===== src/rtl/quad_step_decoder.sv =====
// Quadrature A/B front-end: two-flop synchronisers, per-channel persistence filters,
// Gray-code step decode into single-cycle up/down pulses and a sticky illegal-transition flag.
module quad_step_decoder #(
    parameter int unsigned FILT_LEN = 4
) (
    input  logic clk,
    input  logic rst,
    input  logic en,
    input  logic a_in,
    input  logic b_in,
    input  logic err_clr,
    output logic step_en,
    output logic step_up,
    output logic step_dn,
    output logic dir,
    output logic err
);

    localparam int unsigned FCW = $clog2(FILT_LEN + 1);
    localparam logic [FCW-1:0] CNT_LAST = FCW'(FILT_LEN - 1);

    typedef enum logic {
        ST_INIT = 1'b0,
        ST_RUN  = 1'b1
    } state_t;

    state_t         state_q,    state_d;
    logic [1:0]     init_cnt_q, init_cnt_d;
    logic [1:0]     sync_a_q,   sync_a_d;
    logic [1:0]     sync_b_q,   sync_b_d;
    logic [FCW-1:0] cnt_a_q,    cnt_a_d;
    logic [FCW-1:0] cnt_b_q,    cnt_b_d;
    logic           filt_a_q,   filt_a_d;
    logic           filt_b_q,   filt_b_d;
    logic [1:0]     prev_q,     prev_d;
    logic           step_up_q,  step_up_d;
    logic           step_dn_q,  step_dn_d;
    logic           step_en_q,  step_en_d;
    logic           dir_q,      dir_d;
    logic           err_q,      err_d;

    logic [1:0]     cur;
    logic [1:0]     diff;
    logic           fwd;

    assign cur  = {filt_a_q, filt_b_q};
    assign diff = cur ^ prev_q;
    // In the Gray cycle 00->10->11->01 the new A always differs from the old B.
    assign fwd  = cur[1] ^ prev_q[0];

    always_comb begin
        state_d    = state_q;
        init_cnt_d = init_cnt_q;
        sync_a_d   = {sync_a_q[0], a_in};
        sync_b_d   = {sync_b_q[0], b_in};
        cnt_a_d    = cnt_a_q;
        cnt_b_d    = cnt_b_q;
        filt_a_d   = filt_a_q;
        filt_b_d   = filt_b_q;
        prev_d     = prev_q;
        step_up_d  = 1'b0;
        step_dn_d  = 1'b0;
        dir_d      = dir_q;
        err_d      = err_q;

        if (err_clr) begin
            err_d = 1'b0;
        end

        case (state_q)
            ST_INIT: begin
                // Wait for the synchronisers to fill, then adopt the pin levels silently.
                if (init_cnt_q == 2'd2) begin
                    filt_a_d = sync_a_q[1];
                    filt_b_d = sync_b_q[1];
                    prev_d   = {sync_a_q[1], sync_b_q[1]};
                    cnt_a_d  = '0;
                    cnt_b_d  = '0;
                    state_d  = ST_RUN;
                end else begin
                    init_cnt_d = init_cnt_q + 2'd1;
                end
            end

            ST_RUN: begin
                if (sync_a_q[1] == filt_a_q) begin
                    cnt_a_d = '0;
                end else if (cnt_a_q == CNT_LAST) begin
                    filt_a_d = sync_a_q[1];
                    cnt_a_d  = '0;
                end else begin
                    cnt_a_d = cnt_a_q + FCW'(1);
                end

                if (sync_b_q[1] == filt_b_q) begin
                    cnt_b_d = '0;
                end else if (cnt_b_q == CNT_LAST) begin
                    filt_b_d = sync_b_q[1];
                    cnt_b_d  = '0;
                end else begin
                    cnt_b_d = cnt_b_q + FCW'(1);
                end

                prev_d = cur;
                if (diff == 2'b11) begin
                    err_d = 1'b1;
                end else if ((diff != 2'b00) && en) begin
                    step_up_d = fwd;
                    step_dn_d = ~fwd;
                    dir_d     = fwd;
                end
            end

            default: state_d = ST_INIT;
        endcase

        step_en_d = step_up_d | step_dn_d;
    end

    always_ff @(posedge clk) begin
        if (rst) begin
            state_q    <= ST_INIT;
            init_cnt_q <= '0;
            sync_a_q   <= '0;
            sync_b_q   <= '0;
            cnt_a_q    <= '0;
            cnt_b_q    <= '0;
            filt_a_q   <= 1'b0;
            filt_b_q   <= 1'b0;
            prev_q     <= '0;
            step_up_q  <= 1'b0;
            step_dn_q  <= 1'b0;
            step_en_q  <= 1'b0;
            dir_q      <= 1'b0;
            err_q      <= 1'b0;
        end else begin
            state_q    <= state_d;
            init_cnt_q <= init_cnt_d;
            sync_a_q   <= sync_a_d;
            sync_b_q   <= sync_b_d;
            cnt_a_q    <= cnt_a_d;
            cnt_b_q    <= cnt_b_d;
            filt_a_q   <= filt_a_d;
            filt_b_q   <= filt_b_d;
            prev_q     <= prev_d;
            step_up_q  <= step_up_d;
            step_dn_q  <= step_dn_d;
            step_en_q  <= step_en_d;
            dir_q      <= dir_d;
            err_q      <= err_d;
        end
    end

    assign step_up = step_up_q;
    assign step_dn = step_dn_q;
    assign step_en = step_en_q;
    assign dir     = dir_q;
    assign err     = err_q;

endmodule

===== config.mk =====
export PLATFORM = sky130hd
export DESIGN_NAME = quad_step_decoder
export DESIGN_NICKNAME = d
export VERILOG_FILES = /design/src/rtl/quad_step_decoder.sv
export SDC_FILE = /design/constraint.sdc
export NUM_CORES = 1
export LEC_CHECK = 0
export CAP_MARGIN = 10
export CORE_MARGIN = 8
export CORE_UTILIZATION = 35
export CTS_CLUSTER_SIZE = 12
export DETAILED_ROUTE_END_ITERATION = 8
export PLACE_DENSITY = 0.57
export RECOVER_POWER = 100
export SETUP_SLACK_MARGIN = 0.05
export SYNTH_ARGS = -nofsm -noshare
export SYNTH_HDL_FRONTEND = slang
export SYNTH_SLANG_ARGS = --single-unit

===== constraint.sdc =====
create_clock -name clk -period 1.45 [get_ports clk]
set_input_delay 0.2175 -clock clk [delete_from_list [all_inputs] [get_ports clk]]
set_output_delay 0.2175 -clock clk [all_outputs]
set_load 0.05 [all_outputs]

==> results.sh <==
export IMPL_htreeDepth=1
export IMPL_pin_count=11
export IMPL_viasPerCell=4.76
export IMPL_critPathMaxStageDelay_ns=0.68
export IMPL_vdd_drop_max_mv=0.743
export IMPL_status="completed"
export IMPL_fin_skew_ns=0.0123
export IMPL_grt_max_degree=14
export IMPL_wl_um=1550
export IMPL_start_util=0.369
export IMPL_crit_required_ns=1.66
export IMPL_route_detailed_drc=0
export IMPL_syn_area_um2=906
export IMPL_synthToLayoutAreaGrowth_pct=18.9
export IMPL_die_h_um=66.9
export IMPL_cts_root_buf="clkbuf_4"
export IMPL_drv_slew=0
export IMPL_synthArstFlopShare=0
export IMPL_yosys_top_cells_area="dfxtp_1, xor2_1, ha_1, nor2_1, mux2_2"
export IMPL_min_path_type="flop to flop"
export IMPL_core_area_um2=2450
export IMPL_n_fill_cell=235
export IMPL_final_common_cell="dfxtp_1"
export IMPL_cts_sinks=22
export IMPL_leakage_nw=0.448
export IMPL_tightest_slew_ns=0.538
export IMPL_grt_pass1_vias=631
export IMPL_clock_latency_ns=0.31
export IMPL_antenna_found_initial=0
export IMPL_period_share=0.904
export IMPL_tns_ns=0
export IMPL_synth_flop_cell="dfxtp_1"
export IMPL_ys_seq_area_frac=0.486
export IMPL_dr_total_vias=642
export IMPL_cp_slowest_cell="dfxtp_1"
export IMPL_final_cell_mix="dfxtp_1, nor2_1, inv_1, xor2_1"
export IMPL_hold_violations=0
export IMPL_rsz0062_at_grt="no"
export IMPL_ys_warn_count=0
export IMPL_place_hpwl_um=1120
export IMPL_final_nets=115
export IMPL_ys_seq_elements=22
export IMPL_path_buf_inv=1
export IMPL_num_rows=18
export IMPL_yosysTopAreaCell="dfxtp_1"
export IMPL_clk_pin_slew_ns=0.13
export IMPL_endpoint_kind="flop"
export IMPL_synth_nets=102
export IMPL_post_cts_buffers=0
export IMPL_finalSetupViolCount=0
export IMPL_cts_tree="yes"
export IMPL_detail_route_wl_per_cell_um=11.4
export IMPL_slew_headroom=0.641
export IMPL_drive_above_1_share=0.152
export IMPL_cp_max_fo=13
export IMPL_critPathKind="flop to flop"
export IMPL_diodes=0
export IMPL_cpLargestDelayFamily="flip-flops"
export IMPL_cp_cell_sequence="clkbuf_1, nand2_1, o21ai_0, o22ai_1"
export IMPL_maxCapViolCount=0
export IMPL_dieArea_um2=4470
export IMPL_dr_pass1_iters=4
export IMPL_grt_util_all_layers=0.0718
export IMPL_setup_worst_path_start_class="flop"
export IMPL_cts_made_buffers=3
export IMPL_die_w_um=66.9
export IMPL_overflow=0
export IMPL_ys_types=30
export IMPL_arrival_ns=1.52
export IMPL_cts_buffer_depth=2
export IMPL_drtIter0Drc=29
export IMPL_grt_pass1_wl_um=2550
export IMPL_syn_area_per_cell_um2=9.74
export IMPL_max_freq_mhz=763
export IMPL_synth_edf_count=0
export IMPL_synth_cells=93
export IMPL_globalplace_congestion=0.730
export IMPL_fin_crit_ns=1.31
export IMPL_fin_util=0.439
export IMPL_portBuffers=10
export IMPL_p_per_area_nw_per_um2=1360
export IMPL_synth_top_area_share=0.486
export IMPL_antenna_left=0
## report_power, final
| group | internal [mW] | total [mW] | switching (mW) | leakage (nW) |
|---|---|---|---|---|
| combinational | 0.136 | 0.296 | 0.160 | 0.241 |
| clock | 0.279 | 0.461 | 0.182 | 0.0279 |
| sequential | 0.651 | 0.713 | 0.0614 | 0.179 |
| total | 1.07 | 1.47 | 0.404 | 0.448 |
## final timing paths
| check | from | end | slack [ns] | depth (start not counted) |
|---|---|---|---|---|
| worst min-delay path | sync_a_q[0]$_SDFF_PP0_ | sync_a_q[1]$_SDFF_PP0_ | 0.45 | 1 |
| worst min register to register | sync_a_q[0]$_SDFF_PP0_ | sync_a_q[1]$_SDFF_PP0_ | 0.45 | 1 |
| worst max register to register | state_q$_SDFF_PP0_ | dir$_SDFFE_PP0P_ | 0.14 | 4 |
| worst max-delay path | state_q$_SDFF_PP0_ | dir$_SDFFE_PP0P_ | 0.14 | 4 |
## cell usage after synthesis, types with 2 or more instances
master	number
nor3b_1	2
xor2_1	5
ha_1	3
a21oi_1	4
nand2_1	4
xnor2_1	2
nand3b_1	2
mux2_2	3
a21bo_2	2
a31oi_1	3
nor2_1	9
mux2i_1	2
nor2b_1	4
inv_1	6
dfxtp_1	22
buf_2	3
a32oi_1	2
nand3_1	3
## cell families (layout without fill, tap and decap cells)
family,Yosys count,count (layout),synth area share
fa+ha+maj,3,3,0.0414
simple gates,28,28,0.157
compound gates,17,17,0.137
mux,5,5,0.0594
buf+inv,11,23,0.0511
xor+xnor,7,7,0.0677
flops,22,22,0.486
## final cells by class
| class | count | area (um^2) | share of cell area |
|---|---|---|---|
| multi-input cells | 60 | 427 | 0.396 |
| well taps | 30 | 37.5 | 0.0348 |
| clock buffers | 3 | 22.5 | 0.0209 |
| clock inverters | 1 | 30.0 | 0.0279 |
| repair buffers | 13 | 97.6 | 0.0906 |
| flip-flops and latches | 22 | 440 | 0.409 |
| inverters | 6 | 22.5 | 0.0209 |
## state kept, by name, indices dropped and copies added (netlist names)
name,count
cnt_b_q,3
step_en,1
step_up,1
sync_a_q,2
sync_b_q,2
err,1
dir,1
prev_q,2
filt_a_q,1
step_dn,1
init_cnt_q,2
state_q,1
cnt_a_q,3
filt_b_q,1
## what timing repair did
item                       CTS  global route
resized for setup            0             2
setup endpoints to repair    0             6
hold buffers                 0             0
## through the flow
step / power (mW) / setup WS, ns / cells / cell area (um^2) / hold WS [ns]
after global placement: 1.01 / 0.105 / 131 / 1050 / 0.422
after detailed placement: 1.02 / 0.0922 / 131 / 1050 / 0.425
after floorplan: 0.936 / 0.251 / 93 / 906 / 0.346
final: 1.47 / 0.139 / 135 / 1080 / 0.451
after global routing: 1.56 / 0.0580 / 135 / 1080 / 0.451
after CTS: 1.48 / 0.0578 / 135 / 1110 / 0.443
## routing by layer
metal  global-route usage  up-vias  wire length [um]
met5                    0        -                 0
met1               0.0816      291               778
met4               0.0392        0                12
met3               0.0201        2                74
met2                0.118        8               680
li1                     -      341                 -
(Power assumes the default switching activity.)
